## src/rtl/ps2_joy_pkg.sv

```systemverilog
// Shared scancode constants, joystick bit indices, receiver state enum and key map
// for the PS/2-keyboard-to-joystick decoder.
package ps2_joy_pkg;

    localparam logic [7:0] ScBreak = 8'hF0;
    localparam logic [7:0] ScExt   = 8'hE0;
    localparam logic [7:0] ScE1    = 8'hE1;
    localparam logic [7:0] ScRight = 8'h74;
    localparam logic [7:0] ScLeft  = 8'h6B;
    localparam logic [7:0] ScDown  = 8'h72;
    localparam logic [7:0] ScUp    = 8'h75;
    localparam logic [7:0] ScSpace = 8'h29;
    localparam logic [7:0] ScF1    = 8'h05;
    localparam logic [7:0] ScF2    = 8'h06;
    localparam logic [7:0] ScEsc   = 8'h76;
    localparam logic [7:0] ScCtrl  = 8'h14;
    localparam logic [7:0] ScP     = 8'h4D;

    localparam int unsigned JoyW     = 10;
    localparam int unsigned JoyRight = 0;
    localparam int unsigned JoyLeft  = 1;
    localparam int unsigned JoyDown  = 2;
    localparam int unsigned JoyUp    = 3;
    localparam int unsigned JoySpace = 4;
    localparam int unsigned JoyF1    = 5;
    localparam int unsigned JoyF2    = 6;
    localparam int unsigned JoyEsc   = 7;
    localparam int unsigned JoyCtrl  = 8;
    localparam int unsigned JoyP     = 9;

    typedef enum logic [1:0] {
        StIdle,
        StRecv,
        StDone
    } rx_state_e;

    // Arrows only count with the E0 prefix; plain codes are keypad keys.
    function automatic logic [JoyW-1:0] key_mask(input logic [7:0] code, input logic ext);
        logic [JoyW-1:0] m;
        m = '0;
        case (code)
            ScRight: m[JoyRight] = ext;
            ScLeft:  m[JoyLeft]  = ext;
            ScDown:  m[JoyDown]  = ext;
            ScUp:    m[JoyUp]    = ext;
            ScSpace: m[JoySpace] = 1'b1;
            ScF1:    m[JoyF1]    = 1'b1;
            ScF2:    m[JoyF2]    = 1'b1;
            ScEsc:   m[JoyEsc]   = 1'b1;
            ScCtrl:  m[JoyCtrl]  = 1'b1;
            ScP:     m[JoyP]     = 1'b1;
            default: m = '0;
        endcase
        return m;
    endfunction

endpackage

```

## src/rtl/ps2_rx.sv

```systemverilog
// PS/2 frame receiver: input synchronizers, clock glitch filter and start/data/parity/stop FSM.
// Define PS2_PARITY_CHECK_EN to reject frames with even 9-bit parity.
module ps2_rx
    import ps2_joy_pkg::*;
#(
    parameter int unsigned TIMEOUT_CYC = 48384
) (
    input  logic       clk_i,
    input  logic       rst_ni,
    input  logic       ps2_clk_i,
    input  logic       ps2_data_i,
    output logic       byte_stb_o,
    output logic [7:0] byte_o,
    output logic       err_o
);

    localparam int unsigned TmoW = $clog2(TIMEOUT_CYC + 1);
    localparam logic [TmoW-1:0] TmoLast = TmoW'(TIMEOUT_CYC - 1);

    logic [1:0]      clk_sync_q, data_sync_q;
    logic [3:0]      filt_hist_q;
    logic            filt_q, filt_d;
    logic [2:0]      ones;
    logic            fall, data;
    rx_state_e       state_q, state_d;
    logic [3:0]      bit_cnt_q, bit_cnt_d;
    logic [7:0]      shift_q, shift_d;
    logic [TmoW-1:0] tmo_q, tmo_d;
    logic            frame_ok;
`ifdef PS2_PARITY_CHECK_EN
    logic            par_q, par_d;
`endif

    // 4-sample majority with hysteresis: a 2/2 split keeps the previous level.
    always_comb begin
        ones = {2'b0, filt_hist_q[0]} + {2'b0, filt_hist_q[1]}
             + {2'b0, filt_hist_q[2]} + {2'b0, filt_hist_q[3]};
        filt_d = filt_q;
        if (ones >= 3'd3) begin
            filt_d = 1'b1;
        end else if (ones <= 3'd1) begin
            filt_d = 1'b0;
        end
    end

    assign fall = filt_q & ~filt_d;
    assign data = data_sync_q[1];

`ifdef PS2_PARITY_CHECK_EN
    assign frame_ok = data & (^{shift_q, par_q});
`else
    assign frame_ok = data;
`endif

    always_comb begin
        state_d    = state_q;
        bit_cnt_d  = bit_cnt_q;
        shift_d    = shift_q;
        tmo_d      = '0;
        byte_stb_o = 1'b0;
        err_o      = 1'b0;
`ifdef PS2_PARITY_CHECK_EN
        par_d      = par_q;
`endif
        unique case (state_q)
            StIdle: begin
                if (fall && !data) begin
                    state_d   = StRecv;
                    bit_cnt_d = 4'd0;
                end
            end
            StRecv: begin
                if (fall) begin
                    if (bit_cnt_q < 4'd8) begin
                        shift_d   = {data, shift_q[7:1]};
                        bit_cnt_d = bit_cnt_q + 4'd1;
                    end else if (bit_cnt_q == 4'd8) begin
`ifdef PS2_PARITY_CHECK_EN
                        par_d     = data;
`endif
                        bit_cnt_d = 4'd9;
                    end else begin
                        state_d    = StDone;
                        bit_cnt_d  = 4'd0;
                        byte_stb_o = frame_ok;
                        err_o      = ~frame_ok;
                    end
                end else if (tmo_q == TmoLast) begin
                    err_o     = 1'b1;
                    state_d   = StIdle;
                    bit_cnt_d = 4'd0;
                end else begin
                    tmo_d = tmo_q + 1'b1;
                end
            end
            StDone: state_d = StIdle;
            default: state_d = StIdle;
        endcase
    end

    always_ff @(posedge clk_i or negedge rst_ni) begin
        if (!rst_ni) begin
            clk_sync_q  <= 2'b11;
            data_sync_q <= 2'b11;
            filt_hist_q <= 4'hF;
            filt_q      <= 1'b1;
            state_q     <= StIdle;
            bit_cnt_q   <= 4'd0;
            shift_q     <= 8'h00;
            tmo_q       <= '0;
`ifdef PS2_PARITY_CHECK_EN
            par_q       <= 1'b0;
`endif
        end else begin
            clk_sync_q  <= {clk_sync_q[0], ps2_clk_i};
            data_sync_q <= {data_sync_q[0], ps2_data_i};
            filt_hist_q <= {filt_hist_q[2:0], clk_sync_q[1]};
            filt_q      <= filt_d;
            state_q     <= state_d;
            bit_cnt_q   <= bit_cnt_d;
            shift_q     <= shift_d;
            tmo_q       <= tmo_d;
`ifdef PS2_PARITY_CHECK_EN
            par_q       <= par_d;
`endif
        end
    end

    assign byte_o = shift_q;

endmodule

```

## src/rtl/ps2_joy_decoder.sv

```systemverilog
// PS/2 keyboard to 10-bit joystick decoder: F0/E0 prefix tracking and key map over ps2_rx.
// Parity checking is enabled by defining PS2_PARITY_CHECK_EN.
module ps2_joy_decoder
    import ps2_joy_pkg::*;
#(
    parameter int unsigned TIMEOUT_CYC = 48384
) (
    input  logic            clk,
    input  logic            Reset_n,
    input  logic            ps2_kbd_clk,
    input  logic            ps2_kbd_data,
    output logic [JoyW-1:0] joystick,
    output logic            scan_valid,
    output logic [7:0]      scan_code,
    output logic            frame_err
);

    logic            rx_stb, rx_err;
    logic [7:0]      rx_byte;
    logic [JoyW-1:0] joy_q, joy_d, mask;
    logic            brk_q, brk_d, ext_q, ext_d;
    logic [7:0]      code_q, code_d;
    logic            valid_q, err_q;

    ps2_rx #(
        .TIMEOUT_CYC(TIMEOUT_CYC)
    ) u_rx (
        .clk_i     (clk),
        .rst_ni    (Reset_n),
        .ps2_clk_i (ps2_kbd_clk),
        .ps2_data_i(ps2_kbd_data),
        .byte_stb_o(rx_stb),
        .byte_o    (rx_byte),
        .err_o     (rx_err)
    );

    assign mask = key_mask(rx_byte, ext_q);

    // Registering on the receiver strobe makes all outputs appear in the DONE cycle.
    always_comb begin
        joy_d  = joy_q;
        brk_d  = brk_q;
        ext_d  = ext_q;
        code_d = code_q;
        if (rx_stb) begin
            code_d = rx_byte;
            if (rx_byte == ScBreak) begin
                brk_d = 1'b1;
            end else if (rx_byte == ScExt) begin
                ext_d = 1'b1;
            end else begin
                joy_d = brk_q ? (joy_q & ~mask) : (joy_q | mask);
                brk_d = 1'b0;
                ext_d = 1'b0;
            end
        end
    end

    always_ff @(posedge clk or negedge Reset_n) begin
        if (!Reset_n) begin
            joy_q   <= '0;
            brk_q   <= 1'b0;
            ext_q   <= 1'b0;
            code_q  <= 8'h00;
            valid_q <= 1'b0;
            err_q   <= 1'b0;
        end else begin
            joy_q   <= joy_d;
            brk_q   <= brk_d;
            ext_q   <= ext_d;
            code_q  <= code_d;
            valid_q <= rx_stb;
            err_q   <= rx_err;
        end
    end

    assign joystick   = joy_q;
    assign scan_valid = valid_q;
    assign scan_code  = code_q;
    assign frame_err  = err_q;

endmodule

```

## config.mk

```make
export PLATFORM = sky130hd
export DESIGN_NAME = ps2_joy_decoder
export DESIGN_NICKNAME = d
export VERILOG_FILES = /design/src/rtl/ps2_joy_pkg.sv /design/src/rtl/ps2_rx.sv /design/src/rtl/ps2_joy_decoder.sv
export SDC_FILE = /design/constraint.sdc
export NUM_CORES = 1
export LEC_CHECK = 0
export ABC_CLOCK_PERIOD_IN_PS = 3750
export BUFFER_PORTS_ARGS = -buffer_cell sky130_fd_sc_hd__buf_2
export CAP_MARGIN = 30
export CORE_MARGIN = 1
export CORE_UTILIZATION = 55
export DETAILED_ROUTE_END_ITERATION = 8
export PLACE_DENSITY = 0.75
export SLEW_MARGIN = 30
export SYNTH_ARGS = -nofsm -noshare
export SYNTH_HDL_FRONTEND = slang
export SYNTH_SLANG_ARGS = --single-unit
```

## constraint.sdc

```tcl
create_clock -name clk -period 3.75 [get_ports clk]
set_input_delay 0.75 -clock clk [delete_from_list [all_inputs] [get_ports clk]]
set_output_delay 0.75 -clock clk [all_outputs]
set_load 0.02 [all_outputs]
```

==> flow_summary.json <==
{
  "run_status": "finished, final reports clean",
  "grt_setup_unrepaired": "no",
  "gr-usage-all-layers": 0.202,
  "period_needed_ps": 3100,
  "placedInstanceArea_um2": 3140,
  "hold_viol_final": 0,
  "cts_hold_buffers": 0,
  "worst-endpoint-arrival_ps": 3320,
  "critical_path.top_delay_family": "simple AND/OR/NAND/NOR gates",
  "totalWireLength_mm": 5.27,
  "top_level_ports": 24,
  "grt_first_pass_wirelength_mm": 8.36,
  "drt-vias-per-instance": 5.56,
  "dp_hpwl_mm": 3.47,
  "min_period_over_period": 0.827,
  "chipWidth_um": 75.7,
  "hold_slack_ps": 355,
  "antenna_found_initial": 0,
  "core_um2": 5170,
  "wl_met2_mm": 2.43,
  "finalWeightedCongestion": 0.818,
  "synth_top_area_share": 0.435,
  "ant_nets": 0,
  "critPathCaptureType": "flop",
  "yosys_register_bits": 61,
  "detailed_routing_iterations_pass_1": 4,
  "vdd_ir_drop_max_uv": 452,
  "cts_post_setup_buffers_inserted": 0,
  "cts-buffers-inserted": 9,
  "cts_resized": 0,
  "net_count_of_the_mapped_netlist": 264,
  "layout-drive-gt1-share": 0.314,
  "post_synth_inst_count": 252,
  "num-nets-final": 290,
  "drt-initial-drc-count": 118,
  "placedCellCount": 337,
  "yosysWarnings": 0,
  "die_area_um2": 5740,
  "seq_area_frac_synth": 0.514,
  "post_synth_most_frequent_cells": "dfrtp_1, inv_1, nor2_1",
  "critical-path-top-cell-by-count": "ha_1",
  "tightest_slew_ps": 843,
  "number_of_sinks_driven_by_the_clock_tree": 61,
  "setup.worst_path.class": "flop to flop",
  "area.sequential_um2": 1540,
  "starting_density": 0.578,
  "remaining_drc_errors": 0,
  "top_layer": "met4",
  "route.layer.met1.wl_mm": 2.55,
  "nFillCells": 412,
  "cellPowerDensity_nw_per_um2": 530,
  "clk_transition_reported_paths_ps": 60,
  "cp_max_stage_delay_ps": 740,
  "achievable-frequency_ghz": 0.322,
  "slew_headroom": 0.438,
  "place.port_buffers": 23,
  "setup_tns_ps": 0,
  "synth.most_common_cell": "dfrtp_1",
  "multi_input_logic_area_um2": 1300,
  "synth_top_cells_by_area": "dfrtp_1, dfstp_2, mux2_2",
  "setup-violations-final": 0,
  "max_cap_violations": 0,
  "critical_path.slowest_cell": "or4b_1",
  "synth_enable_flop_cells": 0,
  "hold_class": "flop to flop",
  "ctsLongestPathBuffers": 2,
  "tritoncts": "done",
  "area_growth_syn_to_layout_pct": 12.0,
  "clock_latency_ps": 340,
  "final_number_of_max_transition_violations": 0,
  "synth_async_reset_ratio": 1.00,
  "die_y_um": 75.7,
  "path_max_fanout": 11,
  "antenna_cells_inserted": 0,
  "wl_per_cell_um": 14.9,
  "h-tree-depth": 3,
  "critical_path.cell_chain": "ha_1 > inv_1 > fa_1 > ha_1 > nor3b_2 > or4b_1 > nor2_4 > mux2_2",
  "mappedNetlistArea_um2": 2990,
  "cts_root_buffer": "clkbuf_8",
  "dominantRegCellSynth": "dfrtp_1",
  "layout_setup_ws_ps": 647,
  "finished_layout_cell_area_um2": 3350,
  "setup_slack_placement_ps": 650,
  "critical_path_required_time_ps": 3970,
  "fp-row-count": 26,
  "dr_wl_met3_um": 161,
  "global_route.overflow_total": 0,
  "critPathLaunchType": "flop",
  "leakage_nw": 1.54,
  "clock-skew-final_ps": 7.80,
  "stdcell_count": 353,
  "buf_inv_stages_crit_path": 1,
  "vias_in_the_first_global_route": 1727,
  "detailroute.via_count": 1961,
  "synthDominantAreaCellType": "dfrtp_1",
  "postSynthAreaPerCell_um2": 11.9,
  "synth.distinct_cells": 59,
  "pin_count_of_the_biggest_net_entering_global_routing": 39
}
## power by group
part           internal, W  switching (W)
Sequential        0.000738       0.000133
Clock             0.000370       0.000257
Combinational     0.000131       0.000146
## layout make-up
cell class | count | area share
Clock buffer | 9 | 0.0370
Clock inverter | 7 | 0.0269
Inverter | 19 | 0.0213
Multi-Input combinational cell | 161 | 0.388
Sequential cell | 61 | 0.459
Tap cell | 70 | 0.0261
Timing Repair Buffer | 26 | 0.0411
## per-stage QoR
stage	util	total power [W]
floorplan	-	0.00109
global placement	0.606	0.00115
detailed placement	0.606	0.00116
CTS	0.648	0.00179
global route	0.648	0.00187
finish	0.648	0.00178
## path summary, 6_finish.rpt
kind,depth (start not counted),slack (ps),startpoint,endpoint
hold reg to reg,0,360,u_rx.clk_sync_q[1],u_rx.filt_hist_q[0]
setup reg to reg,8,650,u_rx.filt_hist_q[0],scan_code[6]
max in group asynchronous,2,2360,Reset_n,u_rx.filt_hist_q[0]
setup / recovery,8,650,u_rx.filt_hist_q[0],scan_code[6]
min in group asynchronous,1,510,Reset_n,u_rx.tmo_q[1]
hold / removal,0,360,u_rx.clk_sync_q[1],u_rx.filt_hist_q[0]
## cell families (layout without fill, tap and decap cells)
kind of cell | count (synthesis) | count (layout) | share of synthesized area
fa+ha+maj | 8 | 8 | 0.0360
simple gates | 96 | 96 | 0.216
compound gates | 21 | 21 | 0.0594
mux | 24 | 24 | 0.0866
buf+inv | 30 | 61 | 0.0527
xor+xnor | 12 | 12 | 0.0351
flops | 61 | 61 | 0.514
## worst reg2reg max path: stages (launching register included)
cell and delay (ps):
dfstp_2 530, ha_1 120, inv_1 40, fa_1 370, ha_1 270, nor3b_2 190, or4b_1 750, nor2_4 340
mux2_2 380
## layer usage
metal  up-vias  GRT usage
li1        942          -
met1       974      0.283
met2        32      0.296
met3        13     0.0437
met4         0      0.109
met5         -          0
## layout by cell type, fill, tap and decap left out, drive strengths merged, types with 8 or more instances in the layout
cell type	count
dfrtp	52
buf	26
nor2	21
inv	19
mux2	15
nand2	11
nand3	9
xor2	9
mux2i	9
clkbuf	9
dfstp	9
nand4	8
(Power assumes the default switching activity.)
